<file path="src/rtl/avalon_mult_pkg.sv">
// Shared definitions for the Avalon-MM multiplier responder.
//   - word addresses of the register map
//   - CTRL / STATUS bit positions
//   - legality check for the read-latency parameter
package avalon_mult_pkg;

  typedef logic [15:0] word_t;

  localparam logic [3:0] ADDR_A_LO   = 4'd0;
  localparam logic [3:0] ADDR_A_HI   = 4'd1;
  localparam logic [3:0] ADDR_B_LO   = 4'd2;
  localparam logic [3:0] ADDR_B_HI   = 4'd3;
  localparam logic [3:0] ADDR_RES0   = 4'd4;
  localparam logic [3:0] ADDR_RES1   = 4'd5;
  localparam logic [3:0] ADDR_RES2   = 4'd6;
  localparam logic [3:0] ADDR_RES3   = 4'd7;
  localparam logic [3:0] ADDR_CTRL   = 4'd8;
  localparam logic [3:0] ADDR_STATUS = 4'd9;

  localparam int unsigned CTRL_START    = 0;
  localparam int unsigned CTRL_CLR_DONE = 1;

  localparam int unsigned STAT_BUSY = 0;
  localparam int unsigned STAT_DONE = 1;
  localparam int unsigned STAT_ERR  = 2;

  function automatic bit rd_lat_legal(input int unsigned lat);
    return (lat == 1) || (lat == 2);
  endfunction

endpackage

</file>
<file path="src/rtl/seq_shift_add_mult.sv">
// Radix-2 shift-add unsigned multiplier, one partial product per cycle.
// Ports:
//   clk, _rst   clock, asynchronous active-low reset
//   start       load a/b and begin (ignored while busy)
//   a, b        SZ-bit unsigned operands
//   busy        high from the cycle after start until completion
//   done_pulse  high during the final iteration cycle
//   product     full 2*SZ-bit product, valid while done_pulse=1
module seq_shift_add_mult #(
  parameter int unsigned SZ = 32
) (
  input  logic            clk,
  input  logic            _rst,
  input  logic            start,
  input  logic [SZ-1:0]   a,
  input  logic [SZ-1:0]   b,
  output logic            busy,
  output logic            done_pulse,
  output logic [2*SZ-1:0] product
);

  localparam int unsigned CNT_W = $clog2(SZ);

  logic [2*SZ-1:0] r_mcand;
  logic [SZ-1:0]   r_mplier;
  logic [2*SZ-1:0] r_acc;
  logic [CNT_W-1:0] r_cnt;
  logic            r_busy;

  logic [2*SZ-1:0] w_acc_next;
  logic            w_last;

  assign w_acc_next = r_acc + (r_mplier[0] ? r_mcand : '0);
  assign w_last     = r_busy && (r_cnt == CNT_W'(SZ - 1));

  // The final accumulation is exposed combinationally so the wrapper can
  // capture the product on the same edge that retires the last iteration.
  assign busy       = r_busy;
  assign done_pulse = w_last;
  assign product    = w_acc_next;

  always_ff @(posedge clk or negedge _rst) begin
    if (!_rst) begin
      r_mcand  <= '0;
      r_mplier <= '0;
      r_acc    <= '0;
      r_cnt    <= '0;
      r_busy   <= 1'b0;
    end else if (start && !r_busy) begin
      r_mcand  <= {{SZ{1'b0}}, a};
      r_mplier <= b;
      r_acc    <= '0;
      r_cnt    <= '0;
      r_busy   <= 1'b1;
    end else if (r_busy) begin
      r_acc    <= w_acc_next;
      r_mcand  <= r_mcand << 1;
      r_mplier <= r_mplier >> 1;
      r_cnt    <= r_cnt + CNT_W'(1);
      if (w_last) begin
        r_busy <= 1'b0;
      end
    end
  end

endmodule

</file>
<file path="src/rtl/avalon_mm_mult_responder.sv">
// Avalon-MM pipelined-read slave around a sequential 32x32 multiplier.
// Ports:
//   clk, _rst       clock, asynchronous active-low reset
//   address         word address (A_LO..B_HI, RES0..RES3, CTRL, STATUS)
//   read, write     command strobes; read wins when both are high
//   writedata       16-bit write data
//   waitrequest     combinational stall (operand/start writes while busy)
//   readdata        read data, held between valid pulses
//   readdatavalid   one pulse per accepted read, RD_LAT cycles later
//   irq             level interrupt mirroring the done bit
module avalon_mm_mult_responder
  import avalon_mult_pkg::*;
#(
  parameter int unsigned SZ     = 32,
  parameter int unsigned RD_LAT = 1
) (
  input  logic        clk,
  input  logic        _rst,
  input  logic [3:0]  address,
  input  logic        read,
  input  logic        write,
  input  logic [15:0] writedata,
  output logic        waitrequest,
  output logic [15:0] readdata,
  output logic        readdatavalid,
  output logic        irq
);

  if (SZ != 32) begin : g_sz_check
    $error("avalon_mm_mult_responder: SZ must be 32");
  end
  if (!rd_lat_legal(RD_LAT)) begin : g_lat_check
    $error("avalon_mm_mult_responder: RD_LAT must be 1 or 2");
  end

  logic [SZ-1:0]   r_a;
  logic [SZ-1:0]   r_b;
  logic [2*SZ-1:0] r_res;
  logic            r_done;
  logic            r_err;

  logic [RD_LAT-1:0] r_vld;
  word_t             r_dat [RD_LAT];

  logic            w_busy;
  logic            w_done_pulse;
  logic [2*SZ-1:0] w_product;
  logic            w_rd_acc;
  logic            w_wr_acc;
  logic            w_collide;
  logic            w_start;
  logic            w_clr;
  word_t           w_rd_data;

  assign waitrequest = write && w_busy &&
                       ((address <= ADDR_B_HI) ||
                        ((address == ADDR_CTRL) && writedata[CTRL_START]));

  // A simultaneous read+write is handled as a read only; the write half
  // is dropped and flagged through the sticky err bit.
  assign w_rd_acc  = read && !waitrequest;
  assign w_wr_acc  = write && !read && !waitrequest;
  assign w_collide = read && write && !waitrequest;

  assign w_start = w_wr_acc && (address == ADDR_CTRL) && writedata[CTRL_START];
  assign w_clr   = w_wr_acc && (address == ADDR_CTRL) && !writedata[CTRL_START] &&
                   writedata[CTRL_CLR_DONE];

  seq_shift_add_mult #(
    .SZ(SZ)
  ) u_mult (
    .clk        (clk),
    ._rst       (_rst),
    .start      (w_start),
    .a          (r_a),
    .b          (r_b),
    .busy       (w_busy),
    .done_pulse (w_done_pulse),
    .product    (w_product)
  );

  always_ff @(posedge clk or negedge _rst) begin
    if (!_rst) begin
      r_a <= '0;
      r_b <= '0;
    end else if (w_wr_acc) begin
      case (address)
        ADDR_A_LO: r_a[15:0]    <= writedata;
        ADDR_A_HI: r_a[SZ-1:16] <= writedata;
        ADDR_B_LO: r_b[15:0]    <= writedata;
        ADDR_B_HI: r_b[SZ-1:16] <= writedata;
        default:   ;
      endcase
    end
  end

  always_ff @(posedge clk or negedge _rst) begin
    if (!_rst) begin
      r_res  <= '0;
      r_done <= 1'b0;
      r_err  <= 1'b0;
    end else begin
      if (w_done_pulse) begin
        r_res <= w_product;
      end
      // Completion outranks a clear_done landing in the same cycle so a
      // finished result is never silently lost.
      if (w_start) begin
        r_done <= 1'b0;
      end else if (w_done_pulse) begin
        r_done <= 1'b1;
      end else if (w_clr) begin
        r_done <= 1'b0;
      end
      if (w_collide) begin
        r_err <= 1'b1;
      end
    end
  end

  always_comb begin
    w_rd_data = '0;
    case (address)
      ADDR_A_LO:   w_rd_data = r_a[15:0];
      ADDR_A_HI:   w_rd_data = r_a[SZ-1:16];
      ADDR_B_LO:   w_rd_data = r_b[15:0];
      ADDR_B_HI:   w_rd_data = r_b[SZ-1:16];
      ADDR_RES0:   w_rd_data = r_res[15:0];
      ADDR_RES1:   w_rd_data = r_res[31:16];
      ADDR_RES2:   w_rd_data = r_res[47:32];
      ADDR_RES3:   w_rd_data = r_res[63:48];
      ADDR_STATUS: begin
        w_rd_data[STAT_BUSY] = w_busy;
        w_rd_data[STAT_DONE] = r_done;
        w_rd_data[STAT_ERR]  = r_err;
      end
      default:     w_rd_data = '0;
    endcase
  end

  // Each data stage only loads behind a valid, so the last stage naturally
  // holds its previous value between pulses.
  always_ff @(posedge clk or negedge _rst) begin
    if (!_rst) begin
      r_vld <= '0;
      for (int unsigned i = 0; i < RD_LAT; i++) begin
        r_dat[i] <= '0;
      end
    end else begin
      r_vld[0] <= w_rd_acc;
      if (w_rd_acc) begin
        r_dat[0] <= w_rd_data;
      end
      for (int unsigned i = 1; i < RD_LAT; i++) begin
        r_vld[i] <= r_vld[i-1];
        if (r_vld[i-1]) begin
          r_dat[i] <= r_dat[i-1];
        end
      end
    end
  end

  assign readdatavalid = r_vld[RD_LAT-1];
  assign readdata      = r_dat[RD_LAT-1];
  assign irq           = r_done;

endmodule

</file>
<file path="config.mk">
export PLATFORM = sky130hd
export DESIGN_NAME = avalon_mm_mult_responder
export DESIGN_NICKNAME = d
export VERILOG_FILES = /design/src/rtl/avalon_mult_pkg.sv /design/src/rtl/seq_shift_add_mult.sv /design/src/rtl/avalon_mm_mult_responder.sv
export SDC_FILE = /design/constraint.sdc
export NUM_CORES = 1
export LEC_CHECK = 0
export ABC_AREA = 0
export CORE_UTILIZATION = 42
export DETAILED_ROUTE_END_ITERATION = 16
export HOLD_SLACK_MARGIN = 0.15
export PLACE_DENSITY = 0.67
export REMOVE_ABC_BUFFERS = 1
export SYNTH_ARGS = -nofsm -noshare
export SYNTH_HDL_FRONTEND = slang
export SYNTH_HIERARCHICAL = 1
export SYNTH_SLANG_ARGS = --single-unit
export TNS_END_PERCENT = 5
</file>
<file path="constraint.sdc">
create_clock -name clk -period 4.1 [get_ports clk]
set_clock_uncertainty 0.05 [all_clocks]
set_input_delay 1.23 -clock clk [delete_from_list [all_inputs] [get_ports clk]]
set_output_delay 1.23 -clock clk [all_outputs]
set_load 0.02 [all_outputs]
</file>
==> metrics list, run 1 <==
- Worst Max-Slew Pin Slew: 1020 ps
- Clock buffers created by TritonCTS: 36
- The floorplan has 74 rows.
* Post-synthesis cell area: 17700 um2
* Min Hold Slack: 420 ps
* Final slew viol count: 0
- Ports: 43
- Largest net degree at the start of global routing: 206
* Final Instance Area: 20000 um2
- Clock tree synthesis found a total of 313 sinks.
- Routed via count: 13440
* Cell at the root of the clock tree: sky130_fd_sc_hd__clkbuf_16
- TritonCTS built the clock tree.
* Tightest slew margin relative to the limit: 32.2%
- Main flop type after synthesis: sky130_fd_sc_hd__dfrtp_1
- Insertion delay to the later sink of the worst-skew pair: 550 ps
* Max stage delay on crit path: 470 ps
- Layout filler cell count: 3798
- Fraction of registers with async set or reset after synthesis: 100%
- Max-cap violations: 0
- Cell taking the most area after synthesis: sky130_fd_sc_hd__dfrtp_1
- Worst vdd ir: 0.378 mV
- Startpoint types: primary input
- Setup violations remaining at the end of the flow were counted as 0.
- Sum of routed wire length over all layers: 49.5 mm
- Clock period minus worst slack: 4010 ps
- Via density: 5.93
- The clock passes through at most 3 buffers.
- The placed instances occupy a cell area of 18800 um2.
- Post-synth EDFFs: 0
- Initial antenna violation count: 1
- Post-route insts no fill: 2268
- Of the cells placed in the final design, the portion with a size suffix greater than 1 is 16.9%.
- Dividing the final minimum period by the clock period gives 97.9%.
* Warnings, synthesis: 6
* Hold violation count in the final report: 0
* Final setup slack of the worst path: 85.3 ps
- Clock transition at the registers of the reported paths: 60 ps
- Data required time at the worst endpoint: 2820 ps
- For this design the ratio of total power to cell area is 527 nW/um2.
- In this run the worst hold path is classified as flop to flop.
- In this run, placement finished with an instance count of 2202.
- Die area: 43100 um2
- The detail route stage leaves a number of antenna-violating nets equal to 0.
- Cells traversed along the worst timing path: clkdlybuf4s50_1, or3b_2, a21o_1, inv_1, dlygate4sd2_1
- At the end of routability-driven placement, the weighted congestion stood at 0.916.
- Synthesis instantiated 91 different standard cells from the library.
- The clock tree synthesis step divided the H-tree into 2 levels.
- At the end of the flow, the number of nets in the layout was 1798.
* Leakage power of the design: 0.00901 uW
* Total DRC errors in the routed layout: 0
* Proportion of netlist area held by the largest area contributor: 44.1%
- From synthesis to final layout, the design area changed by 12.7%.
- Synthesis produced a netlist whose cell count is 1690.
* Die boundary height: 208 um
* Achievable clock frequency: 249 MHz
- After synthesis, flip-flops and latches occupy 44.1% of the total area.
- Violation count after the first detailed-routing iteration: 1174
- In the global route stage, overall resource usage came out at 23.1%.
- Top fanout value on the critical path: 2
- Timing analysis after detailed placement gives a worst setup slack of -182 ps.
- Count of TritonRoute iterations in the first routing pass: 6
* Number of diodes added for antenna fixing: 0
- Initial core utilization: 43.0%
- Floorplan Core Area: 41300 um2
- Vias in the first global route: 13377
- After global routing the overflow that remains totals 0.
* Avg Cell Area, Syn: 10.5 um2
- Number of input and output port buffers inserted: 42
* Core occupancy in the finished layout: 48.4%
- Wire per inst: 21.8 um
- RSZ-0062 raised after global routing: no
* Top post-synthesis cells by area: sky130_fd_sc_hd__dfrtp_1 (44%), sky130_fd_sc_hd__mux2_2 (7.2%), sky130_fd_sc_hd__mux2i_1 (4.6%)
* CP Class: primary input to output pin
- Result of the run: complete, no violations
- In this run, synthesis produced a sequential element count of 313.
* Number of buffers inserted by hold repair at cts: 0
* CP max stage cell: sky130_fd_sc_hd__clkdlybuf4s50_1
- The first global-routing pass estimated 78.6 mm of wire.
- Die Span X: 208 um
- At the worst endpoint, the arrival time is 2730 ps.
- Critical path endpoint category: output pin
- Detailed placement HPWL: 35.5 mm
[cells in the mapped netlist (7+ instances only)]
| master | number |
|---|---|
| sky130_fd_sc_hd__nor2_1 | 44 |
| sky130_fd_sc_hd__a211oi_1 | 9 |
| sky130_fd_sc_hd__nor2b_1 | 9 |
| sky130_fd_sc_hd__a221oi_1 | 12 |
| sky130_fd_sc_hd__nor3_1 | 12 |
| sky130_fd_sc_hd__buf_2 | 10 |
| sky130_fd_sc_hd__ha_1 | 65 |
| sky130_fd_sc_hd__mux2i_1 | 82 |
| sky130_fd_sc_hd__o2bb2ai_1 | 9 |
| sky130_fd_sc_hd__clkbuf_1 | 91 |
| sky130_fd_sc_hd__nand3b_1 | 10 |
| sky130_fd_sc_hd__nand2_1 | 158 |
| sky130_fd_sc_hd__nand2b_1 | 43 |
| sky130_fd_sc_hd__mux2_4 | 20 |
| sky130_fd_sc_hd__o21bai_1 | 9 |
| sky130_fd_sc_hd__a21o_1 | 37 |
| sky130_fd_sc_hd__dfrtp_1 | 313 |
| sky130_fd_sc_hd__and3_1 | 10 |
| sky130_fd_sc_hd__xor2_1 | 25 |
| sky130_fd_sc_hd__and2_1 | 76 |
| sky130_fd_sc_hd__mux4_2 | 8 |
| sky130_fd_sc_hd__nand3_1 | 18 |
| sky130_fd_sc_hd__buf_1 | 8 |
| sky130_fd_sc_hd__o211ai_1 | 7 |
| sky130_fd_sc_hd__a22o_1 | 70 |
| sky130_fd_sc_hd__o21ai_0 | 140 |
| sky130_fd_sc_hd__o21a_1 | 9 |
| sky130_fd_sc_hd__a31oi_1 | 7 |
| sky130_fd_sc_hd__a21oi_1 | 81 |
| sky130_fd_sc_hd__nand4_1 | 19 |
| sky130_fd_sc_hd__inv_1 | 19 |
| sky130_fd_sc_hd__xnor2_1 | 34 |
| sky130_fd_sc_hd__mux2_2 | 114 |
[routing by layer]
metal	part of all wire, %	GRT usage, %	up-vias	wire [um]
li1	-	-	6193	-
met1	46	32.4	6746	22800
met2	45	36.1	400	22400
met3	5.3	3.77	101	2630
met4	3.4	8.44	0	1690
met5	0	0	-	0
[cell usage in the layout (no fill, tap or decap), types with 43 or more instances in the layout]
master,n
sky130_fd_sc_hd__nor2_1,43
sky130_fd_sc_hd__ha_1,65
sky130_fd_sc_hd__dfrtp_1,311
sky130_fd_sc_hd__a21oi_1,80
sky130_fd_sc_hd__buf_4,47
sky130_fd_sc_hd__and2_1,74
sky130_fd_sc_hd__mux2_2,114
sky130_fd_sc_hd__a22o_1,70
sky130_fd_sc_hd__nand2b_1,43
sky130_fd_sc_hd__o21ai_0,140
sky130_fd_sc_hd__mux2i_1,82
sky130_fd_sc_hd__nand2_1,158
[worst max-delay path, delay by kind of cell]
family / cells / cell delay [ps]
compound gates: 1 / 200
buf+inv: 3 / 870
simple gates: 1 / 430
[worst paths after layout]
kind | start | to | slack (ps) | depth (start not counted)
min in group asynchronous | _rst | r_res[34]$_DFFE_PN0P_ | 640 | 1
min | r_err$_DFFE_PN0P_ | r_err$_DFFE_PN0P_ | 420 | 1
max in group asynchronous | _rst | u_mult/r_mplier[6]$_DFFE_PN0P_ | 2420 | 2
min reg2reg | r_err$_DFFE_PN0P_ | r_err$_DFFE_PN0P_ | 420 | 1
max reg2reg | u_mult/r_mplier[0]$_DFFE_PN0P_ | r_res[63]$_DFFE_PN0P_ | 150 | 13
max | writedata[0] | waitrequest | 90 | 5
[logic make-up (layout without fill, tap and decap cells)]
group           after synthesis  in the layout  synth area share (%)
xor+xnor                     61             61                  3.10
simple gates                436            436                  12.9
mux                         224            224                  14.6
buf+inv                     134            180                  3.16
compound gates              456            456                  17.4
flops                       313            313                  44.1
fa+ha+maj                    66             66                  4.70
[flip-flops by register name (all words and copies together) (netlist names)]
signal           flops
u_mult/r_mcand      64
u_mult/r_cnt         5
r_res               64
u_mult/r_acc        64
r_err                1
irq                  1
u_mult/r_mplier     32
readdata            16
readdatavalid        1
r_a                 32
r_b                 32
u_mult/busy          1
[where the power goes]
part / internal, uW / switching, uW / total (uW) / leakage, uW
logic: 1190 / 1700 / 2890 / 0.00425
clock network: 1850 / 1360 / 3210 / 0.000574
registers: 3830 / 619 / 4450 / 0.00419
total: 6870 / 3680 / 10500 / 0.00901
[cell type report]
| cell class | count | area [um2] | share of cell area [%] |
|---|---|---|---|
| multi-input cells | 1243 | 9380 | 46.9 |
| flip-flops and latches | 313 | 7840 | 39.2 |
| clock buffers | 50 | 993 | 4.97 |
| repair buffers | 95 | 882 | 4.41 |
| well taps | 532 | 666 | 3.33 |
| clock inverters | 16 | 178 | 0.888 |
| inverters | 19 | 71.3 | 0.356 |
[metrics by stage]
stage / setup TNS (ps) / total power (uW)
after global placement: -205 / 7250
after global routing: 0 / 11100
final: 0 / 10500
after CTS: 0 / 10600
after detailed placement: -182 / 7350
after floorplan: -759510 / 6200
[repair_timing]
item	4_1_cts	5_1_grt
gates resized for setup	1	3
endpoints found under the hold margin	0	0
buffers inserted	0	0
endpoints found under the setup margin	1	6
gates cloned	0	0
No activity file was read; power rests on OpenSTA's default activity.
==> inputs of run 2 (changes only) <==
--- a/config.mk
+++ b/config.mk
@@ -6,7 +6,9 @@
 export NUM_CORES = 1
 export LEC_CHECK = 0
 export ABC_AREA = 0
+export CORE_MARGIN = 4
 export CORE_UTILIZATION = 42
+export CTS_BUF_LIST = sky130_fd_sc_hd__clkbuf_16
 export DETAILED_ROUTE_END_ITERATION = 16
 export HOLD_SLACK_MARGIN = 0.15
 export PLACE_DENSITY = 0.67
==> run 2 against run 1 <==
Maximum frequency increased by 0.12%. Largest power group unchanged. Final cell count increased by 3.0%. Die area increased by 5.9%. Cell area increased by 2.6%. Worst setup slack improved by 4.8 ps. Via count increased by 0.33%. Worst hold slack improved by 10 ps. Highest routed layer unchanged. Largest cell class unchanged. Non-clock buffer count increased by 65.
==> metrics list, run 2 (synthesized netlist as in run 1, its figures left out) <==
* Wire per inst: 21.3 um (-2.6%)
- First-pass GRT wire length: 77.9 mm (-0.96%)
- The root buffer cell chosen for the clock tree is sky130_fd_sc_hd__clkbuf_16.
- The met3 wirelength from detailed routing was 2.80 mm (+6.5%).
- Result of the run: complete, no violations
- Startpoint types: primary input
- CTS Sinks: 313 (unchanged)
- The antenna cell count was 0 (unchanged).
* CP Class: primary input to output pin
- Min Hold Slack: 430 ps (+10.0 ps)
* Die Span X: 214 um (+2.9%)
- Final setup slack of the worst path: 90.1 ps (+4.79 ps)
- The number of pins exceeding their max-slew limit in the final report is 0 (unchanged).
- Congestion Overflow GR: 0 (unchanged)
- The worst-case vdd ir drop came to 0.355 mV (-6.0%).
- Detailed-routed wire length on met2: 22.6 mm (+0.71%)
- The post-layout net count was 1862 (+3.6%).
- The instance area after placement is 19400 um2 (+2.8%).
- The number of DRC violations after detailed routing was 0 (unchanged).
* Standard-cell row count: 75 (+1.4%)
- The power density relative to cell area is 527 nW/um2 (about the same).
- The post-route minimum period came to 4010 ps (-4.79 ps).
- Violation count after the first detailed-routing iteration: 1110 (-5.5%)
- The global-route total usage across every layer came to 21.7% (-1.5 points).
- The relative slew slack was 33.9% (+1.6 points).
* Leakage power of the design: 0.00936 uW (+3.9%)
- The peak fanout along the critical path is 2 (unchanged).
- The top-level port count came to 43 (unchanged).
- R2r endpoint: r_res[37]$_DFFE_PN0P_
* Critical path endpoint category: output pin
* Die area: 45600 um2 (+5.9%)
- The worst setup slack for register-to-register paths was 190 ps (+40 ps).
* Setup TNS: 0 ps (unchanged)
* Crit Reg-Reg Startpoint: u_mult/r_mplier[0]$_DFFE_PN0P_
* Worst min-delay path endpoint: r_err$_DFFE_PN0P_
- The actual slew at the worst max-slew pin was 992 ps (-24.6 ps).
- Insertion delay to the later sink of the worst-skew pair: 540 ps (about the same)
- The via density per instance came to 5.77 (-2.6%).
* Sum of routed wire length over all layers: 49.7 mm (+0.35%)
- The HPWL after detailed placement is 36.1 mm (+1.7%).
* Setup Slack @ Placement: -181 ps (+0.983 ps)
- The H-tree depth reported by CTS came to 2 (unchanged).
- The end-of-flow core utilization is 49.1% (+0.60 points).
* Cell count of the worst reg-to-reg path: 14 (+1)
* Hold violation count in the final report: 0 (unchanged)
* Data required time at the worst endpoint: 2820 ps (about the same)
- Growth of design area from synthesis to finish: 15.7%
- The library cell used most frequently in the layout, excluding fill and tap cells, is sky130_fd_sc_hd__dfrtp_1.
* Startpoint of the tightest hold check path: r_err$_DFFE_PN0P_
- The initial antenna violation count came to 1 (unchanged).
* Max-cap violations: 0 (unchanged)
* Achievable clock frequency: 249 MHz (+0.12%)
* Share of layout cells above drive strength 1: 19.6% (+2.7 points)
- Largest net degree at the start of global routing: 98 (-52%)
- The core footprint came to 41900 um2 (+1.4%).
- Clock buffers created by TritonCTS: 35 (-2.8%)
* Count of TritonRoute iterations in the first routing pass: 6 (unchanged)
* RSZ-0062 raised after global routing: no
- Clock tree from TritonCTS: yes
- Number of nets with antenna violations after detailed routing: 0 (unchanged)
* Deepest clock path buffer count: 3 (unchanged)
- The data arrival time of the critical path is 2730 ps (about the same).
* Routed via count: 13485 (+0.33%)
- Highest routed metal layer: met4
- The sum of routed wire segments on met1 is 22.6 mm (-1.1%).
- Leaving out fill and tap cells, the most frequent cells in the layout are sky130_fd_sc_hd__dfrtp_1 (312), sky130_fd_sc_hd__nand2_1 (158), sky130_fd_sc_hd__o21ai_0 (140).
- Finish-stage setup viols: 0 (unchanged)
- Number of buffers inserted by hold repair at cts: 0 (unchanged)
* Routability cong.: 0.957 (+4.4%)
- The height of the chip was 214 um (+2.9%).
- The total of buffers placed on input and output ports is 42 (unchanged).
- Final Instance Area: 20500 um2 (+2.6%)
- The effective utilization at floorplan came to 42.4% (-0.57 points).
- Vias in the first global route: 13355 (-0.16%)
- Clock transition at the registers of the reported paths: 60 ps (about the same)
- Hold Path Class: flop to flop
- The post-CTS setup buffer count came to 0 (unchanged).
- Registers with the highest flip-flop counts: r_res x64, u_mult/r_acc x64, u_mult/r_mcand x64
- Count of cells along the worst hold path: 1 (unchanged)
- Final period util: 97.8% (-0.12 points)
-- run 2: changes by cell type in the layout (fill, tap and decap cells not counted), sizes merged --
cell,previous run,this run
clkinv,10,12
clkbuf,50,35
buf,57,122
inv,22,27
bufinv,2,6
-- run 2: what timing repair did --
item	in CTS	in global routing
pin swaps	0	1
endpoints found under the hold margin	0	0
gates resized for setup	1	0
endpoints found under the setup margin	1	1
-- run 2: metal layers --
layer,vias to the layer above,global-route usage [%]
li1,6325,-
met1,6704,30.4
met2,370,34.3
met3,86,3.83
met4,0,7.42
met5,-,0
-- run 2: stage by stage --
stage	std cells	power, uW
3_3_place_gp	2274	7490
3_5_place_dp	2274	7580
6_report	2336	10800
4_1_cts	2336	10900
5_1_grt	2336	11400
2_1_floorplan	1575	6200
-- run 2: worst max path at each step --
| stage | startpoint | endpoint | slack [ps] | depth (start not counted) |
|---|---|---|---|---|
| global placement | writedata[0] | waitrequest | -220 | 5 |
| global route | u_mult/r_mplier[0]$_DFFE_PN0P_ | r_res[63]$_DFFE_PN0P_ | 20 | 14 |
| CTS | writedata[0] | waitrequest | 80 | 5 |
| detailed placement | writedata[0] | waitrequest | -180 | 5 |
| floorplan | u_mult/busy$_DFF_PN0_ | u_mult/r_acc[56]$_DFFE_PN0P_ | -4670 | 5 |
| finish | writedata[0] | waitrequest | 90 | 5 |
-- run 2: cell type report --
type                            count  area (um2)
Multi-Input combinational cell   1243        9360
Clock buffer                       35         876
Clock inverter                     27         300
Fill cell                        3837       21300
Timing Repair Buffer              160        1410
Sequential cell                   313        7840
Inverter                           19        71.3
Tap cell                          539         674
-- run 2: report_power, final --
part / internal (uW) / switching (uW) / total, uW
Combinational: 1390 / 1720 / 3110
Clock: 1950 / 1320 / 3270
Sequential: 3830 / 620 / 4450
Total: 7160 / 3660 / 10800
-- run 2: critical path, cell delays in order --
cell                              delay (ps)
sky130_fd_sc_hd__clkdlybuf4s50_1         470
sky130_fd_sc_hd__or3b_2                  440
sky130_fd_sc_hd__a21o_1                  200
sky130_fd_sc_hd__inv_1                    70
sky130_fd_sc_hd__dlygate4sd2_1           330
